$ cat config.mk
export PLATFORM = sky130hd
export DESIGN_NAME = operand_fetch
export DESIGN_NICKNAME = d
export VERILOG_FILES = /design/src/rtl/operand_fetch.sv
export SDC_FILE = /design/constraint.sdc
export NUM_CORES = 1
export LEC_CHECK = 0
export CAP_MARGIN = 20
export CELL_PAD_IN_SITES_DETAIL_PLACEMENT = 1
export CELL_PAD_IN_SITES_GLOBAL_PLACEMENT = 1
export CORE_MARGIN = 5
export CORE_UTILIZATION = 31
export CTS_BUF_LIST = sky130_fd_sc_hd__clkbuf_4 sky130_fd_sc_hd__clkbuf_8 sky130_fd_sc_hd__clkbuf_16
export CTS_CLUSTER_DIAMETER = 60
export DETAILED_ROUTE_END_ITERATION = 10
export PLACE_DENSITY = 0.83
export SYNTH_ARGS = -nofsm -noshare
export SYNTH_HDL_FRONTEND = slang
export SYNTH_SLANG_ARGS = --single-unit
$ cat constraint.sdc
create_clock -name clk -period 2.4 [get_ports clk]
set_clock_uncertainty 0.05 [all_clocks]
set_input_delay 0.48 -clock clk [delete_from_list [all_inputs] [get_ports clk]]
set_output_delay 0.48 -clock clk [all_outputs]
set_load 0.05 [all_outputs]
$ cat src/rtl/operand_fetch.sv
// operand_fetch: register-read stage of the IITB-RISC pipeline.
// Decodes which sources an instruction reads, fetches them from the register
// file with PC / EX / WB bypassing, and stalls on RAW hazards that bypassing
// cannot resolve. The registered 41-bit bundle {opcode, dest, cz, opA, opB}
// feeds execute.
// Build option: define OPERAND_FORWARD_EN to enable forwarding from EX. When
// it is undefined, any EX writer of a used source stalls the stage instead.
`timescale 1ns/1ps

module operand_fetch #(
  parameter int DW       = 16,
  parameter int RW       = 3,
  parameter int STALL_CW = 16
) (
  input  logic                      clk,
  input  logic                      rst_n,
  input  logic                      id_valid,
  input  logic [15:0]               id_instr,
  input  logic [DW-1:0]             id_pc,
  output logic                      id_ready,
  output logic [RW-1:0]             rf_addr_a,
  output logic [RW-1:0]             rf_addr_b,
  input  logic [DW-1:0]             rf_data_a,
  input  logic [DW-1:0]             rf_data_b,
  input  logic                      ex_wr_valid,
  input  logic [RW-1:0]             ex_wr_reg,
  input  logic [DW-1:0]             ex_wr_data,
  input  logic                      ex_is_load,
  input  logic                      wb_wr_valid,
  input  logic [RW-1:0]             wb_wr_reg,
  input  logic [DW-1:0]             wb_wr_data,
  input  logic                      flush,
  input  logic                      ex_ready,
  output logic                      rr_valid,
  output logic [4+RW+2+2*DW-1:0]    rr_bundle,
  output logic [STALL_CW-1:0]       stall_cnt
);

  localparam logic [3:0]    OP_ADD = 4'b0000;
  localparam logic [3:0]    OP_ADI = 4'b0001;
  localparam logic [3:0]    OP_NDU = 4'b0010;
  localparam logic [3:0]    OP_LHI = 4'b0011;
  localparam logic [3:0]    OP_LW  = 4'b0100;
  localparam logic [3:0]    OP_SW  = 4'b0101;
  localparam logic [RW-1:0] PC_REG = '1;

  // Instruction fields
  logic [3:0]    opcode;
  logic [RW-1:0] ra, rb, rc;
  assign opcode    = id_instr[15:12];
  assign ra        = id_instr[11:9];
  assign rb        = id_instr[8:6];
  assign rc        = id_instr[5:3];
  assign rf_addr_a = ra;
  assign rf_addr_b = rb;

  // Decoded controls
  logic          use_a, use_b, writes, use_imm, is_lhi, a_from_b;
  logic [RW-1:0] dest;
  logic [1:0]    cz;

  // Classify the instruction: sources read, destination, immediate form
  always_comb begin
    // NOTE: every output gets a default first so no path leaves a latch.
    use_a    = 1'b0;
    use_b    = 1'b0;
    writes   = 1'b0;
    use_imm  = 1'b0;
    is_lhi   = 1'b0;
    a_from_b = 1'b0;
    dest     = '0;
    cz       = 2'b00;
    unique case (opcode)
      OP_ADD, OP_NDU: begin
        use_a  = 1'b1;
        use_b  = 1'b1;
        writes = 1'b1;
        dest   = rc;
        cz     = id_instr[1:0];
      end
      OP_ADI: begin
        use_a   = 1'b1;
        writes  = 1'b1;
        use_imm = 1'b1;
        dest    = rb;
      end
      OP_LHI: begin
        writes = 1'b1;
        is_lhi = 1'b1;
        dest   = ra;
      end
      // LW's base register is rb; it travels in opA beside the offset in opB
      OP_LW: begin
        use_b    = 1'b1;
        writes   = 1'b1;
        use_imm  = 1'b1;
        a_from_b = 1'b1;
        dest     = ra;
      end
      OP_SW: begin
        use_a   = 1'b1;
        use_b   = 1'b1;
        use_imm = 1'b1;
      end
      default: ;
    endcase
  end

  // An EX result that cannot be bypassed: loads always, any writer without forwarding
  logic ex_late;
`ifdef OPERAND_FORWARD_EN
  assign ex_late = ex_wr_valid & ex_is_load;
`else
  assign ex_late = ex_wr_valid;
  logic unused_ex;
  assign unused_ex = ^{ex_wr_data, ex_is_load};
`endif

  // Value of source r, newest producer first; R7 always reads as the PC
  function automatic logic [DW-1:0] src_value(input logic [RW-1:0] r,
                                              input logic [DW-1:0] rf_val);
    if (r == PC_REG) return id_pc;
`ifdef OPERAND_FORWARD_EN
    if (ex_wr_valid && !ex_is_load && r == ex_wr_reg) return ex_wr_data;
`endif
    if (wb_wr_valid && r == wb_wr_reg) return wb_wr_data;
    return rf_val;
  endfunction

  // The held bundle's result does not exist yet, so its dest is busy
  logic          held_writes;
  logic [RW-1:0] held_dest;
  assign held_dest = rr_bundle[2*DW+2 +: RW];

  function automatic logic src_busy(input logic [RW-1:0] r);
    return (r != PC_REG) &&
           ((rr_valid && held_writes && r == held_dest) ||
            (ex_late && r == ex_wr_reg));
  endfunction

  logic hazard, take;
  assign hazard   = (use_a && src_busy(ra)) || (use_b && src_busy(rb));
  assign id_ready = (!rr_valid || ex_ready) && !hazard && !flush;
  assign take     = id_valid && id_ready;

  // Operand assembly
  logic [DW-1:0] val_a, val_b, op_a, op_b;
  assign val_a = src_value(ra, rf_data_a);
  assign val_b = src_value(rb, rf_data_b);
  assign op_a  = is_lhi   ? {id_instr[8:0], 7'b0} :
                 a_from_b ? val_b : val_a;
  assign op_b  = is_lhi   ? '0 :
                 use_imm  ? {{(DW-6){id_instr[5]}}, id_instr[5:0]} : val_b;

  // Pipeline register: flush kills, capture loads, a departure with no refill bubbles
  always_ff @(posedge clk or negedge rst_n) begin
    // NOTE: the async reset clears all state, so nothing survives a mid-stall reset.
    if (!rst_n) begin
      // NOTE: sequential state uses <= so every flop samples pre-edge values.
      rr_valid    <= 1'b0;
      rr_bundle   <= '0;
      held_writes <= 1'b0;
    end else if (flush) begin
      rr_valid <= 1'b0;
    end else if (take) begin
      rr_valid    <= 1'b1;
      rr_bundle   <= {opcode, dest, cz, op_a, op_b};
      held_writes <= writes;
    end else if (ex_ready) begin
      rr_valid <= 1'b0;
    end
  end

  // Saturating count of cycles an offered instruction was held back by a hazard
  always_ff @(posedge clk or negedge rst_n) begin
    if (!rst_n) begin
      stall_cnt <= '0;
    end else if (id_valid && hazard && !flush && stall_cnt != '1) begin
      stall_cnt <= stall_cnt + 1'b1;
    end
  end

endmodule
==> results.py <==
metrics = {
    "status": {
        "status": "finished, final reports clean",
    },
    "timing": {
        "hold_ws_ns": 0.268,
        "worstMarginPinSlew_ns": 0.814,
        "clock.fmax_mhz": 422,
        "maxSlewViolCount": 0,
        "tns_ns": 0,
        "finalCriticalPeriod_ns": 2.37,
        "grt_setup_unrepaired": "yes",
        "hold_violations": 0,
        "finalSetupViolCount": 0,
        "timing.slew.headroom_pct": 45.7,
        "post-route-period-util_pct": 98.7,
    },
    "worst_setup_path": {
        "required_ns": 1.87,
        "rr_worst_depth": 7,
        "crit_slowest_cell": "clkdlybuf4s50_1",
        "startpoint_type": "primary input",
        "worstReg2RegEnd": "stall_cnt[8]",
        "ff2ff_setup_slack_ns": 0.17,
        "worst-setup-path-type": "primary input to output pin",
        "worstReg2RegStart": "rr_bundle[35]",
        "slowest_delay_ns": 0.46,
        "arrival_ns": 1.84,
        "crit_path_max_fanout": 2,
        "worstPathCellList": "clkdlybuf4s50_1 -> xnor2_1 -> nand4_1 -> o41ai_4 -> a22oi_2 -> nand2_1 -> nor2_2 -> buf_6",
        "cp-end-kind": "output pin",
    },
    "floorplanning": {
        "die_w_um": 122,
        "die-area_mm2": 0.0149,
        "start_util_pct": 31.3,
        "io_pins": 175,
        "core_area_mm2": 0.0125,
        "die_h_um": 122,
        "rows": 41,
    },
    "global_routing": {
        "grt_pass1_wl_mm": 25.0,
        "grt_util_all_layers_pct": 22.1,
        "overflow": 0,
        "grt_start_max_net_pins": 60,
        "antenna_found_initial": 0,
        "grt_pass1_vias": 4490,
    },
    "yosys": {
        "ys_seq_area_share_pct": 37.9,
        "syn_area_per_cell_um2": 10.0,
        "syn_area_mm2": 0.00390,
        "ys_seq_elements": 59,
        "yosysTopAreaCellShare_pct": 37.9,
        "yosys.area.top_type": "dfrtp_1",
        "ys_async_sr_fraction_pct": 100,
        "syn_inst": 389,
        "synth_ff_type": "dfrtp_1",
        "synth-edff-count": 0,
        "ys_types": 50,
        "synthTopCellsByArea": "dfrtp_1 (38%), mux2_2 (10%), a222oi_1 (4.9%)",
        "yosysWarnings": 0,
        "syn_nets": 500,
    },
    "placement": {
        "gp_congestion": 0.861,
        "io_buffer_count": 157,
        "dp_hpwl_mm": 12.3,
    },
    "clock_tree": {
        "h-tree-depth": 3,
        "max-clock-path-buffers": 2,
        "clock_sinks": 59,
        "clk_latency_ns": 0.33,
        "cts_tree": "built",
        "path_clk_slew_ns": 0.06,
        "hold_buffers": 0,
        "clockRootBuffer": "clkbuf_16",
        "cts_buffers": 9,
    },
    "hold_path": {
        "hold_path.class": "primary input to async pin",
    },
    "layout": {
        "diodes": 0,
        "nets": 706,
        "syn_to_final_growth_pct": 66.9,
        "num-fill-cells": 1391,
        "utilization_pct": 52.2,
        "drive_gt1_share_pct": 26.8,
        "layout_commonest_cell": "clkdlybuf4s50_1",
        "mostFrequentLayoutCells": "clkdlybuf4s50_1 (135), buf_4 (66), dfrtp_1 (59)",
    },
    "routing": {
        "first_pass_iters": 6,
        "drtIter0Drc": 300,
        "via_count": 4171,
        "viasPerCell": 5.40,
        "antenna_left": 0,
        "wl_mm": 16.8,
        "wl_per_cell_um": 21.8,
        "route.detailed.drc": 0,
    },
    "power_and_ir_drop": {
        "power_frac_seq_pct": 28.8,
        "power.switching_w": 0.00170,
        "pwr-share-comb_pct": 40.3,
        "p_sw_share_pct": 38.0,
        "p_leak_nw": 2.74,
        "pwr-share-clk_pct": 31.0,
        "p_int_w": 0.00277,
        "peakVddDrop_mv": 0.339,
        "powerDensity_mw_per_mm2": 686,
    },
    "run": {
        "cap_violations": 0,
    },
}
## power by group through the flow
stage | registers (W) | clock network (W) | logic, W
after global placement | 0.00129 | 0 | 0.00171
after CTS | 0.00129 | 0.00140 | 0.00178
after detailed placement | 0.00129 | 0 | 0.00175
after floorplan | 0.00183 | 0 | 0.000449
after global routing | 0.00130 | 0.00144 | 0.00188
final | 0.00128 | 0.00138 | 0.00180
## routing by layer
| metal | share of wire, % | vias to the layer above | track usage [%] |
|---|---|---|---|
| met5 | 0 | - | 0 |
| met4 | 3.3 | 0 | 9.59 |
| met3 | 5.5 | 37 | 3.99 |
| met2 | 53 | 161 | 40.5 |
| met1 | 38 | 2106 | 25.0 |
| li1 | - | 1867 | - |
## critical path: cells and delay by family
| kind | cells | cell delay, ns |
|---|---|---|
| buf+inv | 2 | 0.62 |
| simple gates | 3 | 0.32 |
| compound gates | 2 | 0.27 |
| xor+xnor | 1 | 0.14 |
## synth_stat cells, types with 2 or more instances
| library cell | instances |
|---|---|
| nor4_4 | 2 |
| nor4_1 | 5 |
| o21ai_0 | 11 |
| nand4_1 | 5 |
| nor3_1 | 6 |
| a31oi_1 | 4 |
| a22oi_1 | 5 |
| xor2_1 | 18 |
| o41ai_4 | 2 |
| nand2b_1 | 3 |
| xnor2_1 | 13 |
| nand3_1 | 10 |
| buf_6 | 7 |
| inv_1 | 8 |
| a221oi_1 | 9 |
| buf_4 | 6 |
| a2111oi_4 | 2 |
| a222oi_1 | 19 |
| nor2b_1 | 3 |
| mux2_2 | 35 |
| dfrtp_1 | 59 |
| and3_4 | 2 |
| and2_1 | 4 |
| nor2_1 | 46 |
| nand2_1 | 14 |
| and2b_1 | 2 |
| buf_2 | 12 |
| mux2i_1 | 3 |
| a21boi_0 | 7 |
| clkbuf_1 | 11 |
| nor4_2 | 2 |
| a21oi_1 | 36 |
## stage by stage
stage / cell area, um2 / setup slack, ns / std cells / power (W)
after global placement: 6040 / -0.378 / 743 / 0.00300
after global routing: 6510 / -0.0715 / 772 / 0.00463
after floorplan: 3900 / 0.103 / 389 / 0.00228
after CTS: 6400 / 0.00601 / 763 / 0.00446
after detailed placement: 6040 / -0.491 / 743 / 0.00305
final: 6510 / 0.0300 / 772 / 0.00446
## registers in the layout, indices dropped and copies added, names as in the netlist
signal / flops
rr_bundle: 41
stall_cnt: 16
held_writes: 1
rr_valid: 1
## worst max-delay path by stage
| stage | startpoint | to | slack (ns) | cells after the start |
|---|---|---|---|---|
| 2_1_floorplan | rr_bundle[36] | id_ready | 0.10 | 5 |
| 3_3_place_gp | id_instr[14] | stall_cnt[7] | -0.38 | 7 |
| 3_5_place_dp | id_instr[11] | rr_bundle[20] | -0.49 | 9 |
| 4_1_cts | id_instr[6] | id_ready | 0.006 | 8 |
| 5_1_grt | id_instr[7] | rr_bundle[1] | -0.07 | 9 |
| 6_report | ex_wr_reg[1] | id_ready | 0.03 | 8 |
## cell families (layout without fill, tap and decap cells)
group,count (synthesis),in the layout,synth area share (%)
flip-flops,59,59,37.9
XOR/XNOR,31,31,6.96
multiplexers,38,38,10.9
adder cells (fa/ha/maj),1,1,0.321
AO/OA/AOI/OAI,104,104,21.8
AND/OR/NAND/NOR,112,112,15.6
buffers and inverters,44,255,6.55
## layout make-up
cell class,instances,area (um2),share of cell area (%)
timing repair buffer,231,2260,34.7
multi-input combinational,286,2210,33.9
sequential,59,1480,22.7
clock buffer,13,274,4.21
tap,172,215,3.31
clock inverter,3,45.0,0.692
inverter,8,30.0,0.461
## repair_timing
action	4_1_cts	5_1_grt
pin swaps	9	6
gates resized for setup	21	7
setup buffers	5	8
gates cloned	0	1
setup endpoints to repair	55	30
Power figures use the tool's default switching activity.
